$ cat src/rtl/timer_counter_pkg.sv
// Shared codes and field positions for the 8-bit timer.
// Prescale selects, ack bit indices and TCR bit positions.
package timer_counter_pkg;

  typedef enum logic [1:0] {
    CKS_DIV2  = 2'b00,
    CKS_DIV4  = 2'b01,
    CKS_DIV8  = 2'b10,
    CKS_DIV16 = 2'b11
  } cks_e;

  localparam int CLR_OVF  = 0;
  localparam int CLR_UDF  = 1;

  localparam int TCR_LOAD = 7;
  localparam int TCR_UD   = 5;
  localparam int TCR_EN   = 4;

  // Number of low prescaler bits that must be all ones for a tick.
  function automatic int cks_bits(input logic [1:0] cks);
    return int'(cks) + 1;
  endfunction

endpackage

$ cat src/rtl/timer_prescaler.sv
// Free-running prescaler for the timer counting core.
// Ticks when the selected low bits of psc are all ones.
module timer_prescaler
  import timer_counter_pkg::*;
#(
  parameter int PSC_W = 4
) (
  input  logic       pclk,
  input  logic       preset,
  input  logic       en,
  input  logic       load,
  input  logic [1:0] cks,
  output logic       tick
);

  logic [PSC_W-1:0] psc;
  logic [PSC_W-1:0] mask;

  // Advance while counting, restart the period on load or disable.
  always_ff @(posedge pclk or posedge preset) begin
    if (preset) begin
      psc <= '0;
    end else if (!en || load) begin
      psc <= '0;
    end else begin
      psc <= psc + 1'b1;
    end
  end

  // Select psc[cks:0] and flag the all-ones state.
  always_comb begin
    mask = '0;
    for (int i = 0; i < PSC_W; i++) begin
      if (i < cks_bits(cks)) mask[i] = 1'b1;
    end
    tick = en && !load && ((psc & mask) == mask);
  end

endmodule

$ cat src/rtl/timer_counter.sv
// Counting core of the 8-bit timer: load, up/down count,
// and sticky wrap events acked by the register block.
module timer_counter
  import timer_counter_pkg::*;
#(
  parameter int CNT_W = 8,
  parameter int PSC_W = 4
) (
  input  logic             pclk,
  input  logic             preset,
  input  logic             en,
  input  logic             load,
  input  logic             ud,
  input  logic [1:0]       cks,
  input  logic [CNT_W-1:0] reg_tdr,
  input  logic [1:0]       clr_trig,
  output logic [CNT_W-1:0] tcnt,
  output logic             ovf_trig,
  output logic             udf_trig
);

  logic tick;
  logic ovf_set;
  logic udf_set;

  timer_prescaler #(
    .PSC_W (PSC_W)
  ) u_psc (
    .pclk   (pclk),
    .preset (preset),
    .en     (en),
    .load   (load),
    .cks    (cks),
    .tick   (tick)
  );

  // A wrap happens on the tick that leaves the end of the range.
  always_comb begin
    ovf_set = tick && !ud && (tcnt == '1);
    udf_set = tick &&  ud && (tcnt == '0);
  end

  // Count value and sticky event flags; a new wrap beats an ack.
  always_ff @(posedge pclk or posedge preset) begin
    if (preset) begin
      tcnt     <= '0;
      ovf_trig <= 1'b0;
      udf_trig <= 1'b0;
    end else begin
      ovf_trig <= ovf_set ||
                  (ovf_trig && !clr_trig[CLR_OVF]);
      udf_trig <= udf_set ||
                  (udf_trig && !clr_trig[CLR_UDF]);
      if (load) begin
        tcnt <= reg_tdr;
      end else if (tick) begin
        if (ud) tcnt <= tcnt - 1'b1;
        else    tcnt <= tcnt + 1'b1;
      end
    end
  end

endmodule

$ cat config.mk
export PLATFORM = sky130hd
export DESIGN_NAME = timer_counter
export DESIGN_NICKNAME = d
export VERILOG_FILES = /design/src/rtl/timer_counter_pkg.sv /design/src/rtl/timer_prescaler.sv /design/src/rtl/timer_counter.sv
export SDC_FILE = /design/constraint.sdc
export NUM_CORES = 1
export LEC_CHECK = 0
export ABC_AREA = 1
export BUFFER_PORTS_ARGS = -buffer_cell sky130_fd_sc_hd__buf_2
export CORE_MARGIN = 8
export CORE_UTILIZATION = 56
export DETAILED_ROUTE_END_ITERATION = 8
export GPL_ROUTABILITY_DRIVEN = 0
export MAX_ROUTING_LAYER = met4
export PLACE_DENSITY = 0.94
export SYNTH_ARGS = -nofsm -noshare
export SYNTH_HDL_FRONTEND = slang
export SYNTH_SLANG_ARGS = --single-unit
$ cat constraint.sdc
create_clock -name pclk -period 4.42 [get_ports pclk]
set_clock_uncertainty 0.2 [all_clocks]
set_input_delay 0.663 -clock pclk [delete_from_list [all_inputs] [get_ports pclk]]
set_output_delay 0.663 -clock pclk [all_outputs]
set_load 0.1 [all_outputs]
==> metrics <==
initial antenna violation count=0; Final Cycle Share=0.481; Synth area leader=dfrtp_1; max_cap viols=0; placed cells=between 200 and 250; Ys Warns=0; Design Power=between 400 and 500 uW; Internal=about 230 uW; Setup Crit Path Kind=reg2out; DR pass1 iterations=4; clk_lat worst skew=~0.30 ns; clock power share=0.242; post-synth top area share=0.318; NetSw=~180 uW; Adder-Cell Fraction of Synth Area=0.0977; setup TNS=0 ns; total clock buffers created by CTS=3; dpl ws=~2.2 ns; Sw Ratio=0.439; slowest CP cell=dfrtp_1; All-Layer GR Usage=0.173; largest net degree at the start of global routing=15; Final #Nets=205; vias in the first global route=1135; Syn Std Cell Area=about 1100 um^2; CTS Root Cell=clkbuf_4; Routed WL per cell=13.4 um; Netlist cell types=28; status=complete, no violations; core area=~1900 um^2; Non-Filler Instances=206; I/O pin count=27; crit-path leading delay family=flip-flops; CTS tree=yes; RSZ-0062 raised after global routing=false; antenna cell count=0; Comb pwr share=0.394; # resized after CTS=0; fillers=roughly 170; XOR/XNOR Fraction of Synth Area=0.0239; #FFs+latches synth=14; power per cell area=about 320 nW/um^2; port buffer count=26; most common cell after layout, fill and taps aside=nand2_1; Max-slew headroom=0.639; Mapped Cells=150; fin area=~1300 um^2; min Tclk post-route=around 2.1 ns; Reg clk slew, reported paths=approximately 0.1 ns; detail-routed via count per cell=~5; # hold bufs at CTS=0; Tightest Hold Check Type=in2async; final slew viol count=0; post-CTS setup buffers=0; crit path DAT=1.26 ns; Synth-to-Final Area Change=17.2%; worst slew pin tran=0.541 ns; CP cell instances=buf_2; Lkg Pwr=0.000732 uW; Compound-Gate Fraction of Synth Area=0.0636; most frequent cells in the layout=nand2_1, buf_2, nand3_1; Worst IR Drop VDD=between 200 and 250 uV; Overflow after GRT=0; Die X-Extent=approximately 60 um; post-synthesis sequential area ratio=0.318; area of placed instances=1250 um^2; CTS H-Tree Depth=1; clk sink count=14; post-route ant nets=0; Post-Syn Nets=175; vias=approximately 1100; CP peak stage delay=around 0.48 ns; Post-Synth Simple-Gate Area=0.406; Worst EP required=between 3 and 4 ns; first-pass GRT wire length=roughly 4600 um; synthesized area per cell=roughly 7.3 um^2; Reg power frac=0.364; Final Worst Setup Slack=2.30 ns; final setup violation count=0; share of layout cells above drive strength 1=0.240; CP bufs+invs=1; drt drc=0; Die Y=60.3 um; CP Launch Type=flop; mux cell area share after synthesis=0; crit path capture type=output pin; top cells by area, synth=dfrtp_1, nand2_1, nand3_1, ha_1, inv_1; routed wire length=2770 um; Clock Path Buffers=2; final hold viol count=0; CP Max Fanout=6; DRT iter0 DRCs=35; Cell Rows=16; largest family of logic cells by synthesized area=simple AND/OR/NAND/NOR gates; starting density of the core=0.579; Detailed Place HPWL=approximately 2200 um; fmax=between 400 and 500 MHz; die area=3640 um^2
==> path summary, 6_finish.rpt <==
check,start,endpoint,slack (ns),cells past startpoint
worst max-delay path,tcnt[0],tcnt[0],2.30,1
worst min-delay path,preset,tcnt[3],0.18,2
worst max register to register,tcnt[0],tcnt[6],2.57,10
worst min register to register,u_psc.psc[3],u_psc.psc[3],0.34,2
max in group asynchronous,preset,u_psc.psc[1],3.47,2
min in group pclk,clr_trig[0],ovf_trig,0.34,2
==> Yosys cell counts <==
cell,number
fa_1,1
nand3_2,1
inv_4,1
nand3_1,23
o21ai_2,1
or2_2,3
buf_6,1
nand2_2,1
xnor2_1,2
nor3_1,2
o21ai_0,3
inv_1,21
o21bai_1,1
nand2_1,43
nand2_4,1
inv_2,1
nor2_4,1
nor2_8,1
o21ai_4,1
nand3_4,1
nor2_1,10
ha_1,7
a21o_1,1
nand3b_1,2
a21oi_1,3
xor2_1,1
nand4_1,2
dfrtp_1,14
==> power by group through the flow <==
stage          clock [uW]  combinational, uW  sequential (uW)
5_1_grt               103                177              151
2_1_floorplan           0               73.5              204
3_5_place_dp            0                161              152
6_report             99.7                162              150
3_3_place_gp            0                156              151
4_1_cts              97.8                162              149
==> kinds of logic (layout without fill, tap and decap cells) <==
kind of cell    Yosys count  after routing
compound gates           10             10
xor+xnor                  3              3
fa+ha+maj                 8              8
buf+inv                  24             53
flops                    14             14
simple gates             91             91
==> layer usage <==
layer	vias up	wire [um]	global-route usage
met3	7	172	0.0318
met1	467	1140	0.171
met2	45	1390	0.313
li1	536	-	-
met5	-	0	-
met4	0	61	0.0918
==> registers in the layout, summed over array words and instances, names as in the netlist <==
register	count
udf_trig	1
u_psc.psc	4
ovf_trig	1
tcnt	8
==> through the flow <==
step | utilization | hold slack [ns]
after CTS | 0.678 | 0.208
after detailed placement | 0.659 | 0.326
after floorplan | - | 0.300
final | 0.678 | 0.180
after global routing | 0.678 | 0.241
after global placement | 0.659 | 0.320
==> final cells by class <==
class                      instances  area [um^2]  area share
clock buffer                       4         36.3      0.0281
inverter                          23         88.8      0.0689
multi-input combinational        112          651       0.504
sequential                        14          350       0.272
tap                               27         33.8      0.0262
timing repair buffer              26          130       0.101
Power figures use the tool's default switching activity.
